[src/rtl/ufm_burst_shadow_copy.sv]
// Copies NUM_WORDS words from UFM to RAM in bursts of up to BURST_LEN beats.
// Optional running checksum of copied words: define UFM_SHADOW_CHECKSUM_EN.
module ufm_burst_shadow_copy #(
    parameter int NUM_WORDS  = 512,
    parameter int DATA_W     = 32,
    parameter int BURST_LEN  = 4,
    parameter int SRC_BASE   = 0,
    parameter int DST_BASE   = 0,
    parameter int AUTO_START = 1,
    localparam int AW = $clog2(NUM_WORDS) + 1,
    localparam int BW = $clog2(BURST_LEN) + 1
) (
    input  logic                clk,
    input  logic                reset,
    input  logic                start_i,
    output logic [AW-1:0]       ufm_addr_o,
    output logic                ufm_read_o,
    output logic [BW-1:0]       ufm_burst_count_o,
    input  logic                ufm_wait_req_i,
    input  logic [DATA_W-1:0]   ufm_data_i,
    input  logic                ufm_valid_i,
    output logic [AW-1:0]       ram_addr_o,
    output logic [DATA_W-1:0]   ram_data_o,
    output logic [DATA_W/8-1:0] ram_byte_enable_o,
    output logic                ram_write_enable_o,
    output logic                busy_o,
    output logic                complete_o,
    output logic [DATA_W-1:0]   checksum_o
);

    localparam logic [1:0] IDLE = 2'd0;
    localparam logic [1:0] REQ  = 2'd1;
    localparam logic [1:0] RECV = 2'd2;
    localparam logic [1:0] DONE = 2'd3;

    logic [1:0]    state;
    logic [AW-1:0] count;
    logic [BW-1:0] beat_cnt;
    logic          auto_pend;

    logic          go;
    logic          accept;
    logic          beat;
    logic          last_beat;
    logic          end_burst;
    logic          more;
    logic [AW-1:0] count_nx;

    // Beats for a burst starting after done_words words; the tail burst is shortened.
    function automatic logic [BW-1:0] burst_for(input logic [AW-1:0] done_words);
        logic [AW-1:0] left;
        left = AW'(NUM_WORDS) - done_words;
        return (left > AW'(BURST_LEN)) ? BW'(BURST_LEN) : BW'(left);
    endfunction

    always_comb begin
        go        = (start_i | auto_pend) & ((state == IDLE) | (state == DONE));
        accept    = (state == REQ) & ~ufm_wait_req_i;
        // A beat may arrive in the same cycle the request is accepted.
        beat      = ufm_valid_i & ((state == REQ) | (state == RECV));
        last_beat = beat & ((beat_cnt + BW'(1)) == ufm_burst_count_o);
        end_burst = last_beat & ((state == RECV) | accept);
        count_nx  = count + AW'(1);
        more      = count_nx < AW'(NUM_WORDS);
    end

    assign ufm_read_o = (state == REQ);
    assign busy_o     = (state == REQ) | (state == RECV);
    assign complete_o = (state == DONE);

    always_ff @(posedge clk) begin
        if (reset) begin
            state              <= IDLE;
            count              <= '0;
            beat_cnt           <= '0;
            auto_pend          <= (AUTO_START != 0);
            ufm_addr_o         <= '0;
            ufm_burst_count_o  <= '0;
            ram_addr_o         <= '0;
            ram_data_o         <= '0;
            ram_byte_enable_o  <= '0;
            ram_write_enable_o <= 1'b0;
        end else begin
            auto_pend          <= 1'b0;
            ram_write_enable_o <= beat;
            ram_byte_enable_o  <= {(DATA_W/8){beat}};
            if (beat) begin
                ram_data_o <= ufm_data_i;
                ram_addr_o <= AW'(DST_BASE) + count;
                count      <= count_nx;
                beat_cnt   <= beat_cnt + BW'(1);
            end
            if (go) begin
                state             <= REQ;
                count             <= '0;
                beat_cnt          <= '0;
                ufm_addr_o        <= AW'(SRC_BASE);
                ufm_burst_count_o <= burst_for('0);
            end else if (end_burst) begin
                beat_cnt <= '0;
                if (more) begin
                    state             <= REQ;
                    ufm_addr_o        <= AW'(SRC_BASE) + count_nx;
                    ufm_burst_count_o <= burst_for(count_nx);
                end else begin
                    state <= DONE;
                end
            end else if (accept) begin
                state <= RECV;
            end
        end
    end

`ifdef UFM_SHADOW_CHECKSUM_EN
    logic [DATA_W-1:0] sum;

    // Updated on the edge that registers the RAM write, so it is current during that write.
    always_ff @(posedge clk) begin
        if (reset)     sum <= '0;
        else if (go)   sum <= '0;
        else if (beat) sum <= sum + ufm_data_i;
    end

    assign checksum_o = sum;
`else
    assign checksum_o = '0;
`endif

endmodule

[config.mk]
export PLATFORM = sky130hd
export DESIGN_NAME = ufm_burst_shadow_copy
export DESIGN_NICKNAME = d
export VERILOG_FILES = /design/src/rtl/ufm_burst_shadow_copy.sv
export SDC_FILE = /design/constraint.sdc
export NUM_CORES = 1
export LEC_CHECK = 0
export BUFFER_PORTS_ARGS = -buffer_cell sky130_fd_sc_hd__buf_2
export CAP_MARGIN = 30
export CORE_MARGIN = 8
export CORE_UTILIZATION = 52
export DETAILED_ROUTE_END_ITERATION = 12
export HOLD_SLACK_MARGIN = 0.12
export PLACE_DENSITY = 0.81
export SKIP_LAST_GASP = 1
export SYNTH_ARGS = -nofsm -noshare
export SYNTH_HDL_FRONTEND = slang
export SYNTH_SLANG_ARGS = --single-unit
export TNS_END_PERCENT = 50
[constraint.sdc]
create_clock -name clk -period 4.7 [get_ports clk]
set_input_delay 0.94 -clock clk [delete_from_list [all_inputs] [get_ports clk]]
set_output_delay 0.94 -clock clk [all_outputs]
set_load 0.005 [all_outputs]
Yosys cells after proc, flatten, opt, wreduce, memory -nomap -nowiden. Index checks and enable logic that the tools add are counted.

ROM bits: 0. Bits in registers: 73. Memories kept: 0. Output and inout bits: 95. Input port bits: 37. Bits in writable memories: 0. Bits in latches: 0. Word-level logic and storage cells: 49.

Add/subtract/negate cells: 3. Mux-type cells: 9. $mul: 0. Shift operators: 0. Reduce and logical (&&, ||, !) cells: 9. Bitwise gates (word level): 10. Order comparisons: 2. Equal/unequal tests: 4. Divide/modulo/power cells: 0.

Operator list (number): 3-bit 2-to-1 mux (4); 10-bit by 1-bit adder with 10-bit output, second input constant (1); 10-bit by 3-bit > comparator with 1-bit output, second input constant (1); 10-bit < comparator, second input constant (1); 10-bit subtractor, first input constant (1); 2-bit 2-to-1 mux (3); 2-bit nonzero test (3); 1-bit bitwise AND (5); 2-bit == test, second input constant (2); 1-bit OR (4); 2-bit AND reduction (2); 3-bit by 1-bit adder with 3-bit output, second input constant (1); 3-bit == test (1); 3-bit nonzero test (1); 3-bit OR reduction (1); 2-bit by 1-bit == test with 1-bit output, second input constant (1); 2-bit zero test (1); 1-bit 2-to-1 mux (2); 2-bit OR reduction (1); 1-bit NOT (1).

Logic depth before layout (Yosys ltp).
Depth after elaboration: 7. Depth in mapped cells: 9. Depth with buffers taken out: 7.

Least setup slack after synthesis. No wires, ideal clock.

Kind: input-to-reg. Start: input ufm_valid_i. End: register ufm_addr_o[2]. Setup time: 0.080 ns. Buffers on the path: 2. Arrival: 2.186 ns. Cell stages on the path: 7. Data required time: 4.620 ns. Path slack: 2.433 ns. Path through: nor2b_1 -> buf_2 -> o2111ai_1 -> nor4b_4 -> buf_6 -> nor2_1 -> a211oi_2.

Cells in the longest elaborated chain, start to end: 4.

Ends and longest elaborated chain: start: declaration (RTL line 21) `input logic ufm_valid_i,`; 1-bit bitwise AND (RTL line 60) `beat = ufm_valid_i & ((state == REQ) | (state == RECV));`; 1-bit bitwise AND (RTL line 61) `last_beat = beat & ((beat_cnt + BW'(1)) == ufm_burst_count_o);`; 1-bit bitwise AND (RTL line 62) `end_burst = last_beat & ((state == RECV) | accept);`; 2-bit AND reduction (no source line); end signal: assignment (RTL line 97) `ufm_addr_o <= AW'(SRC_BASE);`; end signal: assignment (RTL line 103) `ufm_addr_o <= AW'(SRC_BASE) + count_nx;`; end: declaration (RTL line 16) `output logic [AW-1:0] ufm_addr_o,`.

Every way passes these cells. A chain may end at the register's enable or synchronous reset.

Worst setup path in the final report.
Start: register state[0]. End: register ram_data_o[19].

Cells in the longest elaborated chain, start to end: 3. Elaborated cells on any way between the ends: 4. Those cells by class: eq/ne: 2; bitwise: 2.

Ends and longest elaborated chain: start: declaration (RTL line 36) `logic [1:0] state;`; start signal: assignment (RTL line 73) `state <= IDLE;`; start signal: assignment (RTL line 94) `state <= REQ;`; start signal: assignment (RTL line 102) `state <= REQ;`; 2-bit by 1-bit == test with 1-bit output / 2-bit == test (equally long branches) (RTL line 60); 1-bit OR * (RTL line 60); 1-bit bitwise AND * (RTL line 60); end signal: assignment (RTL line 88) `ram_data_o <= ufm_data_i;`; end: declaration (RTL line 23) `output logic [DATA_W-1:0] ram_data_o,`.

Every way passes the cells marked *; elsewhere a longest branch is shown, timed or not.

==> flow_metrics.py <==
metrics = {
    "run_status": {
        "status": "completed",
    },
    "power_and_ir_drop": {
        "ir_drop_mv": 0.229,
        "seqPwrFrac": 0.531,
        "p_comb_frac": 0.122,
        "clkPwrFrac": 0.348,
        "switching_power_uw": 343,
        "power.density_nw_per_um2": 321,
        "switching_share": 0.281,
        "p_leak_nw": 1.60,
        "internal_power_uw": 878,
    },
    "cells_and_area": {
        "seqCellArea_sq_um": 1440,
        "antenna_cells": 0,
        "drive_above_1_share": 0.265,
        "nFillCells": 583,
        "multiInputGateArea_sq_um": 1560,
        "area_growth_pct": 15.7,
        "fin_cells": 567,
        "nets": 527,
    },
    "timing": {
        "finClkSkew_ns": 0.00843,
        "min_period_ns": 2.28,
        "finalSetupViolations": 0,
        "setup_tns_ns": 0,
        "hold_violations": 0,
        "maxSlewHeadroom": 0.406,
        "timing.final.crit_share": 0.486,
        "fmax_mhz": 438,
        "drv_slew": 0,
        "rsz0062_at_grt": "false",
        "setup_ws_ns": 2.42,
        "tightest_slew_ns": 0.889,
        "hold-worst-slack_ns": 0.453,
    },
    "clock_network": {
        "clk_path_buf_depth": 2,
        "clk_latency_ns": 0.35,
        "clk_pin_slew_worst_paths_ns": 0.08,
        "clockRootBuffer": "clkbuf_8",
        "hold_buffers": 0,
        "numCtsBuffers": 9,
        "clock_sinks": 72,
        "cts_setup_buffers": 0,
        "cts-resized-gates": 0,
        "cts_tree": "yes",
        "cts.htree.levels": 3,
    },
    "global_routing": {
        "grt_pass1_vias": 2703,
        "grt_usage": 0.171,
        "grt_pass1_wl_um": 12400,
        "grt-ovfl-total": 0,
        "grt_max_degree": 50,
        "antenna_found_initial": 0,
    },
    "floorplan": {
        "dieArea_sq_um": 9130,
        "start_util": 0.527,
        "num_rows": 29,
        "die_h_um": 95.6,
        "io_pins": 132,
        "core_area_sq_um": 6240,
        "die_w_um": 95.6,
    },
    "synthesis": {
        "ys_types": 39,
        "syn-instance-count": 405,
        "yosysTopAreaCell": "dfxtp_1",
        "synthTopCellsByArea": "dfxtp_1 (44%), nand2_1 (11%), buf_4 (8.7%)",
        "yosysSeqAreaShare": 0.438,
        "ys_seq_elements": 72,
        "syn_area_per_cell_sq_um": 8.13,
        "synth_top_area_share": 0.438,
        "yosys_warnings": 0,
        "syn_area_sq_um": 3290,
    },
    "placement": {
        "port_buffers": 99,
        "hpwl_um": 5720,
        "gp_congestion": 0.833,
        "post-place-ws_ns": 2.12,
        "place_inst": 551,
    },
    "run": {
        "drv_cap": 0,
    },
    "detailed_routing": {
        "drt-initial-drc-count": 214,
        "wl_per_cell_um": 13.9,
        "viasPerCell": 4.92,
        "antenna_left": 0,
        "drc_errors": 0,
        "totalWireLength_um": 7870,
        "vias": 2791,
        "firstDrtPassIters": 4,
    },
    "critical_path": {
        "crit_buf_inv": 3,
        "critPathKind": "reg2reg",
        "worstPathMaxFanout": 28,
        "cp_slowest_cell": "nand2_1",
        "arrival_ns": 2.55,
        "endpoint_kind": "register",
        "startpoint": "state[0]",
        "cp-start-kind": "register",
        "regToRegStartpoint": "state[0]",
        "path_cells": "inv_1 > ha_1 > inv_1 > nand2_1 > buf_4 > nand2_1 > a21oi_1",
        "crit_family": "simple AND/OR/NAND/NOR gates",
        "crit_path_max_incr_delay_ns": 0.65,
        "required_ns": 4.96,
    },
    "min_path": {
        "min_path_type": "reg2reg",
        "holdCritStartpoint": "ram_data_o[21]",
    },
}
[worst paths after layout]
check                    to  slack, ns  cells after the start
max reg2reg  ram_data_o[19]       2.42                      7
max          ram_data_o[19]       2.42                      7
min reg2reg  ram_data_o[21]       0.45                      2
min          ram_data_o[21]       0.45                      2
[layout make-up]
cell class                 count  share of cell area
timing repair buffer         102               0.137
tap                           77              0.0253
inverter                       6             0.00592
multi-input combinational    294               0.408
sequential                    72               0.379
clock buffer                   9              0.0325
clock inverter                 7              0.0122
[synthesized netlist by cell type, drive strengths merged]
| cell | number |
|---|---|
| or3 | 2 |
| a22o | 1 |
| o31ai | 1 |
| o211ai | 1 |
| mux2i | 2 |
| nor2b | 5 |
| clkbuf | 18 |
| a311oi | 2 |
| o21ai | 6 |
| nor4b | 1 |
| xor2 | 7 |
| nand3b | 1 |
| and3 | 1 |
| nand2b | 2 |
| nor3b | 2 |
| nand2 | 99 |
| nor4 | 1 |
| xnor2 | 14 |
| dfxtp | 72 |
| a211oi | 7 |
| ha | 5 |
| a21oi | 49 |
| conb | 1 |
| o2111ai | 2 |
| o22ai | 2 |
| buf | 46 |
| nand4 | 2 |
| nor2 | 28 |
| nor3 | 8 |
| nand3 | 7 |
| and4 | 1 |
| nand4bb | 1 |
| or2 | 1 |
| a2111o | 1 |
| inv | 6 |
[power by group through the flow]
stage | combinational (mW) | clock, mW | sequential [mW]
after floorplan | 0.111 | 0 | 0.662
after global routing | 0.169 | 0.457 | 0.651
after global placement | 0.146 | 0 | 0.660
after CTS | 0.149 | 0.435 | 0.648
after detailed placement | 0.149 | 0 | 0.662
final | 0.149 | 0.424 | 0.648
[sequential cells by signal (all words and copies together) (netlist names)]
register,cells
count,10
ram_write_enable_o,1
auto_pend,1
ufm_addr_o,10
ufm_burst_count_o,3
beat_cnt,3
state,2
ram_data_o,32
ram_addr_o,10
[routing by layer]
metal	vias to the layer above	track usage	routed length (um)
met5	-	0	0
met4	0	0.0986	299
met3	21	0.0504	619
met2	95	0.275	3750
met1	1256	0.199	3200
li1	1419	-	-
[kinds of logic (layout without fill, tap and decap cells)]
| group | count (synthesis) | after routing | share of synthesized area |
|---|---|---|---|
| adders and majority gates | 5 | 5 | 0.0190 |
| DFF | 72 | 72 | 0.438 |
| other | 1 | 32 | 0.00114 |
| xor gates and xnor gates | 21 | 21 | 0.0559 |
| muxes | 2 | 2 | 0.00608 |
| AOI/OAI and AO/OA | 72 | 72 | 0.137 |
| buffers and inverters | 70 | 124 | 0.127 |
| and+or+nand+nor | 162 | 162 | 0.216 |
[metrics by stage]
step	power (mW)	instance area, sq um	utilization
6_report	1.22	3810	0.610
5_1_grt	1.28	3810	0.610
4_1_cts	1.23	3810	0.610
3_5_place_dp	0.811	3640	0.583
3_3_place_gp	0.806	3630	0.581
2_1_floorplan	0.772	3410	-
[worst min-delay path, cell delays in order, from the launching register on]
cell     delay, ns
dfxtp_1       0.31
nand2_1       0.05
a21oi_1       0.05
[cell usage in the layout (no fill, tap or decap), types with 2 or more instances in the layout]
cell type   count
a211oi_2        7
a21oi_1        49
a311oi_1        2
buf_2          99
buf_4           2
clkbuf_8        9
clkinv_2        3
clkinvlp_4      3
conb_1         32
dfxtp_1        72
ha_1            5
inv_1           6
mux2i_1         2
nand2_1        99
nand2b_1        2
nand3_1         6
nand4_1         2
nor2_1         28
nor2b_1         4
nor3_1          8
nor3b_1         2
o2111ai_1       2
o21ai_0         6
o22ai_1         2
or3_1           2
xnor2_1        14
xor2_1          7
No activity file was read; power rests on OpenSTA's default activity.
